===== src/rtl/ab_debouncer_pkg.sv =====
// Shared constants for the two-input switch debouncer and its bench.
package ab_debouncer_pkg;

  // Stability window used on hardware (1 ms at 50 MHz).
  localparam int DEB_STABLE_HW  = 50000;
  // Short stability window so simulations stay fast.
  localparam int DEB_STABLE_SIM = 4;
  // Width of each per-channel stability counter.
  localparam int DEB_CNT_W      = 16;

  // Identifies which of the two channels a signal belongs to.
  typedef enum logic {
    DEB_CH_A = 1'b0,
    DEB_CH_B = 1'b1
  } deb_chan_e;

endpackage


===== src/rtl/ab_debouncer_if.sv =====
// Raw inputs and conditioned outputs of the two-channel debouncer.
interface ab_debouncer_if;
  logic a_raw;
  logic b_raw;
  logic a;
  logic b;
  logic a_rise;
  logic a_fall;
  logic b_rise;
  logic b_fall;

  // Switch side: drives the raw levels and consumes the clean ones.
  modport master (
    output a_raw, b_raw,
    input  a, b, a_rise, a_fall, b_rise, b_fall
  );

  // Debouncer side: consumes raw levels and drives clean levels and pulses.
  modport slave (
    input  a_raw, b_raw,
    output a, b, a_rise, a_fall, b_rise, b_fall
  );
endinterface


===== src/rtl/ab_debouncer_debounce_chan.sv =====
// One debounce channel: two-flop synchroniser, stability counter,
// registered clean level and one-cycle rise/fall pulses.
module debounce_chan
  import ab_debouncer_pkg::*;
#(
  parameter int STABLE_CYCLES = DEB_STABLE_HW,
  parameter int CNT_W         = DEB_CNT_W
) (
  input  logic clk,
  input  logic clr,
  input  logic raw,
  output logic level,
  output logic rise,
  output logic fall
);

  localparam logic [CNT_W-1:0] CNT_LAST = CNT_W'(STABLE_CYCLES - 1);

  logic             s1_q, s1_d;
  logic             s2_q, s2_d;
  logic             level_q, level_d;
  logic             rise_q, rise_d;
  logic             fall_q, fall_d;
  logic [CNT_W-1:0] cnt_q, cnt_d;

  // Next state: count consecutive disagreeing samples, flip the level
  // once the disagreement has lasted the full window.
  always_comb begin
    s1_d    = raw;
    s2_d    = s1_q;
    level_d = level_q;
    cnt_d   = '0;
    rise_d  = 1'b0;
    fall_d  = 1'b0;
    if (s2_q != level_q) begin
      if (cnt_q == CNT_LAST) begin
        level_d = s2_q;
        rise_d  = s2_q;
        fall_d  = ~s2_q;
      end else begin
        cnt_d = cnt_q + CNT_W'(1);
      end
    end
  end

  // State registers; clr clears everything including a count in flight.
  always_ff @(posedge clk) begin
    if (clr) begin
      s1_q    <= 1'b0;
      s2_q    <= 1'b0;
      level_q <= 1'b0;
      rise_q  <= 1'b0;
      fall_q  <= 1'b0;
      cnt_q   <= '0;
    end else begin
      s1_q    <= s1_d;
      s2_q    <= s2_d;
      level_q <= level_d;
      rise_q  <= rise_d;
      fall_q  <= fall_d;
      cnt_q   <= cnt_d;
    end
  end

  assign level = level_q;
  assign rise  = rise_q;
  assign fall  = fall_q;

endmodule


===== src/rtl/ab_debouncer.sv =====
// Two independent debounce channels conditioning switch inputs A and B
// for the downstream decoder.
module ab_debouncer
  import ab_debouncer_pkg::*;
#(
  parameter int STABLE_CYCLES = DEB_STABLE_HW,
  parameter int CNT_W         = DEB_CNT_W
) (
  input  logic           clk,
  input  logic           clr,
  ab_debouncer_if.slave  bus
);

  debounce_chan #(
    .STABLE_CYCLES (STABLE_CYCLES),
    .CNT_W         (CNT_W)
  ) u_chan_a (
    .clk   (clk),
    .clr   (clr),
    .raw   (bus.a_raw),
    .level (bus.a),
    .rise  (bus.a_rise),
    .fall  (bus.a_fall)
  );

  debounce_chan #(
    .STABLE_CYCLES (STABLE_CYCLES),
    .CNT_W         (CNT_W)
  ) u_chan_b (
    .clk   (clk),
    .clr   (clr),
    .raw   (bus.b_raw),
    .level (bus.b),
    .rise  (bus.b_rise),
    .fall  (bus.b_fall)
  );

endmodule


===== src/flat_wrapper.sv =====
// flat-port wrapper written by rule: the top's interface ports become plain ports
module ab_debouncer_flat import ab_debouncer_pkg::*;
#(
  parameter int STABLE_CYCLES = DEB_STABLE_HW,
  parameter int CNT_W         = DEB_CNT_W
)
  (clk, clr, bus_a_raw, bus_b_raw, bus_a, bus_b, bus_a_rise, bus_a_fall, bus_b_rise, bus_b_fall);
  ab_debouncer_if bus_i ();
  input  logic clk;
  input  logic clr;
  input wire logic [$bits(bus_i.a_raw)-1:0] bus_a_raw;
  input wire logic [$bits(bus_i.b_raw)-1:0] bus_b_raw;
  output wire logic [$bits(bus_i.a)-1:0] bus_a;
  output wire logic [$bits(bus_i.b)-1:0] bus_b;
  output wire logic [$bits(bus_i.a_rise)-1:0] bus_a_rise;
  output wire logic [$bits(bus_i.a_fall)-1:0] bus_a_fall;
  output wire logic [$bits(bus_i.b_rise)-1:0] bus_b_rise;
  output wire logic [$bits(bus_i.b_fall)-1:0] bus_b_fall;
  assign bus_i.a_raw = bus_a_raw;
  assign bus_i.b_raw = bus_b_raw;
  assign bus_a = bus_i.a;
  assign bus_b = bus_i.b;
  assign bus_a_rise = bus_i.a_rise;
  assign bus_a_fall = bus_i.a_fall;
  assign bus_b_rise = bus_i.b_rise;
  assign bus_b_fall = bus_i.b_fall;
  ab_debouncer #(.STABLE_CYCLES(STABLE_CYCLES), .CNT_W(CNT_W)) u_core (.clk(clk), .clr(clr), .bus(bus_i));
endmodule

===== config.mk =====
export PLATFORM = sky130hd
export DESIGN_NAME = ab_debouncer_flat
export DESIGN_NICKNAME = d
export VERILOG_FILES = /design/src/rtl/ab_debouncer_pkg.sv /design/src/rtl/ab_debouncer_if.sv /design/src/rtl/ab_debouncer_debounce_chan.sv /design/src/rtl/ab_debouncer.sv /design/src/flat_wrapper.sv
export SDC_FILE = /design/constraint.sdc
export NUM_CORES = 1
export LEC_CHECK = 0
export BUFFER_PORTS_ARGS = -buffer_cell sky130_fd_sc_hd__clkbuf_2
export CAP_MARGIN = 20
export CORE_MARGIN = 2
export CORE_UTILIZATION = 50
export CTS_CLUSTER_SIZE = 24
export DETAILED_ROUTE_END_ITERATION = 6
export PLACE_DENSITY = 0.79
export SETUP_SLACK_MARGIN = 0.15
export SYNTH_ARGS = -nofsm -noshare
export SYNTH_HDL_FRONTEND = slang
export SYNTH_HIERARCHICAL = 1
export SYNTH_SLANG_ARGS = --single-unit

===== constraint.sdc =====
create_clock -name clk -period 2.4 [get_ports clk]
set_clock_uncertainty 0.2 [all_clocks]
set_input_delay 0.6 -clock clk [delete_from_list [all_inputs] [get_ports clk]]
set_output_delay 0.6 -clock clk [all_outputs]
set_load 0.05 [all_outputs]

Word level (Yosys, flattened, before mapping)
Cells that the tools add are included.
{"block": "op_classes", "n_addsub": 2, "n_eq_ne": 4, "n_bitwise": 6, "n_reduce_logical": 6}
{"op": "$add A16 B1 Y16 const B", "count": 2}
{"op": "$eq A16 B16 Y1 const B", "count": 2}
{"op": "$reduce_or A3 Y1", "count": 4}
{"op": "$not A1 Y1", "count": 6}
{"op": "$reduce_and A2 Y1", "count": 2}
{"op": "$ne A1 B1 Y1", "count": 2}
{"block": "word_totals", "ff_bits": 42, "input_bits": 4, "output_inout_bits": 6, "wordCells": 30}

Longest topological paths before layout
{"block": "logic_depth", "ltp_word": 3, "ltp_mapped": 6, "mapped_depth_nobuf": 5}

Hierarchy
The synthesis kept the hierarchy.
{"module": "debounce_chan", "instances": 2, "cells_per_inst": 94, "area_per_inst_um2": 869.6, "seq_area_each_um2": 420.4}

Worst setup path before layout
OpenSTA, ideal clock, no wires.
{"block": "synth_timing", "path_kind": "register -> register", "start": "register u_core.u_chan_a.cnt_q[0]", "end": "register u_core.u_chan_a.cnt_q[10]", "setup_ns": 0.115, "arrival_ns": 1.390, "required_ns": 2.085, "path_slack_ns": 0.695, "stages_incl_launch_ff": 7, "path_buffers": 1, "synth_period_minus_slack_ns": 1.705, "cell_sequence": "dfxtp_1 > ha_1 > nand3_1 > nand4b_1 > nand2b_2 > buf_4 > nor2_1"}
{"block": "synth_via", "elab_chain_cells": 2, "word_cells_on_any_way": 3, "classes_between": "add/sub: 1; eq/ne: 1; reduce/logical: 1"}
{"element": "from (decl)", "line_no": "ab_debouncer_debounce_chan.sv:24", "rtl": "logic [CNT_W-1:0] cnt_q, cnt_d;"}
{"element": "from (signal assigned)", "line_no": "ab_debouncer_debounce_chan.sv:61", "rtl": "cnt_q <= cnt_d;"}
{"element": "parallel branches: the longest is 2 deep, another holds $add A16 B1 Y16"}
Several ways; the timed one is not identified.
A chain may end at the register's enable or synchronous reset.

Worst setup path after layout
{"block": "layout_timing", "start": "register u_core.u_chan_b.cnt_q[0]", "end": "register u_core.u_chan_b.cnt_q[11]"}
{"block": "layout_via", "elab_chain_cells": 2, "word_cells_on_any_way": 3, "classes_between": "add/sub: 1; eq/ne: 1; reduce/logical: 1"}
{"element": "from (decl)", "line_no": "ab_debouncer_debounce_chan.sv:24"}
{"element": "from (signal assigned)", "line_no": "ab_debouncer_debounce_chan.sv:61"}
{"element": "parallel branches: the longest is 2 deep, another holds $add A16 B1 Y16"}
Several ways; the timed one is not identified.

==> out/qor.yml <==
layout:
  nFillCells: 289
  areaGrowthSynthToFinish_pct: 9.78
  fin_util: 0.572
  final_common_cell: "dfxtp_1"
  design_area_um2: 1910
  drive_above_1_share: 0.0980
  multi_input_comb_area_um2: 853
  final_cells: 250
  n_antenna_cell: 0
  final_nets: 209
  layout_common_cells: "dfxtp_1 (42), nor2_1 (36), xnor2_1 (24)"
  final-seq-area_um2: 841
setup_path:
  cp.arrival_ns: 1.92
  timing.rr.start: "u_core/u_chan_b/cnt_q[0]"
  crit_path_end_kind: "register"
  critPathSlowestCell: "dfxtp_1"
  cp_top_family: "simple AND/OR/NAND/NOR gates"
  cp-start-kind: "register"
  worst_r2r_path_depth: 5
  worstPathRequired_ns: 2.43
  worstReg2RegEnd: "u_core/u_chan_b/cnt_q[11]"
  critPathMaxStageDelay_ns: 0.39
  critPathKind: "register to register"
  cp_cell_sequence: "ha_1, nand3_1, nand4b_1, nand2b_2, nor2_1"
  regToRegSetupSlack_ns: 0.51
  path_max_fanout: 15
  crit_buf_inv: 0
timing:
  whs_ns: 0.259
  rsz0062_at_grt: "no"
  min_period_ns: 1.89
  fmax_ghz: 0.529
  tightestPinTransition_ns: 0.354
  timing.final.ws_setup_ns: 0.509
  relSlewSlack: 0.762
  fin_crit_sh: 0.788
  setup_tns_ns: 0
  setup_viol: 0
  finalHoldViolCount: 0
  slew_viol_final: 0
synth:
  ys_seq_area_frac: 0.483
  netlist-cell-type-count: 24
  yosys_register_bits: 42
  syn_avg_cell_area_um2: 9.25
  syn_inst: 188
  syn_area_um2: 1740
  yosysWarningCount: 6
  syn-num-nets: 194
global_routing:
  grt_pass1_wl_um: 5350
  grt_usage: 0.172
  antenna_found_initial: 0
  grt_max_degree: 16
  top_usage_layer: "met2"
  use_met3: 0.0703
  overflow: 0
  grt.met2_usage: 0.277
  met1_usage: 0.202
  first_global_vias: 1280
clock_tree:
  clk_pin_slew_worst_paths_ns: 0.12
  numCtsBuffers: 5
  cts_sinks: 42
  cts_resized: 0
  cts_tree: "built"
  ctsRootBufferMaster: "clkbuf_4"
  postCtsSetupRepairBufs: 0
  clk_path_buf_depth: 2
  clock_latency_ns: 0.35
  ctsHoldBuffers: 0
  cts_max_level: 2
routing:
  dr_total_vias: 1324
  drtIter0Drc: 76
  final_antenna_net_count: 0
  viasPerCell: 5.30
  postRouteWirelength_um: 2920
  first_pass_iters: 4
  drc: 0
  wl_per_cell_um: 11.7
run_status:
  status: "complete, no violations"
placed_design:
  placed_cell_area_um2: 1830
  place_inst: 242
  finalWeightedCongestion: 0.818
  port_buffers: 9
  dp_slack_ns: 0.513
  hpwl_um: 2030
pwr:
  power_density_nw_per_um2: 604
  leakage_nw: 0.567
  vdd_drop_max_v: 0.000225
  total_power_mw: 1.15
floorplanning:
  core_area_um2: 3340
  io_pins: 10
  die_h_um: 63.0
  die_width_um: 63.0
  die-area_um2: 3970
  rows: 21
  initial_core_util: 0.521
worst_hold_path:
  holdPathStages: 1
  hold_class: "register to register"
  min_to: "u_core/u_chan_b/s2_q"
  holdCritStartpoint: "u_core/u_chan_b/s1_q"
flow_run:
  maxCapViolCount: 0
## synth_stat cells, drive strengths merged
| cell | n | area share |
|---|---|---|
| nor2b | 4 | 0.014 |
| nand2 | 6 | 0.013 |
| a21oi | 2 | 0.0058 |
| xor2 | 4 | 0.020 |
| nor4bb | 4 | 0.023 |
| or4 | 2 | 0.0086 |
| nand4b | 2 | 0.010 |
| mux2i | 2 | 0.012 |
| nand4 | 8 | 0.029 |
| ha | 2 | 0.014 |
| nor2 | 36 | 0.078 |
| inv | 8 | 0.017 |
| xnor2 | 24 | 0.12 |
| nor3 | 10 | 0.029 |
| nor4b | 2 | 0.010 |
| nand2b | 4 | 0.017 |
| buf | 2 | 0.0086 |
| nand3 | 10 | 0.035 |
| nor4 | 10 | 0.036 |
| dfxtp | 42 | 0.48 |
| o31ai | 2 | 0.0086 |
| or2 | 2 | 0.0072 |
## area by class of cell
class	count	share of cell area
multi-input cells	136	0.447
flip-flops and latches	42	0.440
well taps	46	0.0301
repair buffers	10	0.0275
clock buffers	7	0.0236
clock inverters	1	0.0157
inverters	8	0.0157
## sequential cells by signal (all words and copies together), names as in the netlist
signal                 flops
u_core/u_chan_b/s1_q       1
u_core/u_chan_a/s2_q       1
u_core/u_chan_b/cnt_q     16
u_core/u_chan_b/rise       1
u_core/u_chan_b/fall       1
u_core/u_chan_b/s2_q       1
u_core/u_chan_a/cnt_q     16
u_core/u_chan_a/s1_q       1
u_core/u_chan_a/rise       1
u_core/u_chan_a/fall       1
u_core/u_chan_a/level      1
u_core/u_chan_b/level      1
## routing by layer
layer	routed length, µm	part of all wire
met2	1350	0.46
met5	0	0
met4	10	0.0034
met3	166	0.057
met1	1400	0.48
## power by group
part	switching, mW	leakage [nW]	internal [mW]	total [mW]
Clock	0.213	0.0395	0.221	0.434
Sequential	0.00305	0.339	0.701	0.704
Combinational	0.00856	0.189	0.00601	0.0146
Total	0.225	0.567	0.928	1.15
## worst max path at each step
stage,from,end,slack (ns),cells past startpoint
after floorplan,u_core/u_chan_a/cnt_q[0],u_core/u_chan_a/cnt_q[10],0.70,6
after global placement,u_core/u_chan_b/cnt_q[0],u_core/u_chan_b/cnt_q[11],0.60,5
after detailed placement,u_core/u_chan_b/cnt_q[0],u_core/u_chan_b/cnt_q[7],0.51,5
after CTS,u_core/u_chan_b/cnt_q[0],u_core/u_chan_b/cnt_q[12],0.48,5
after global routing,u_core/u_chan_b/cnt_q[0],u_core/u_chan_b/cnt_q[8],0.36,5
final,u_core/u_chan_b/cnt_q[0],u_core/u_chan_b/cnt_q[11],0.51,5
## cells by family after synthesis
logic type,count (synthesis),share of synthesized area
adder cells (fa/ha/maj),2,0.0144
XOR/XNOR,28,0.141
buffers and inverters,10,0.0259
AND/OR/NAND/NOR,100,0.309
multiplexers,2,0.0115
flip-flops,42,0.483
AO/OA/AOI/OAI,4,0.0144
Note: power is estimated with default switching activity, not from simulation.
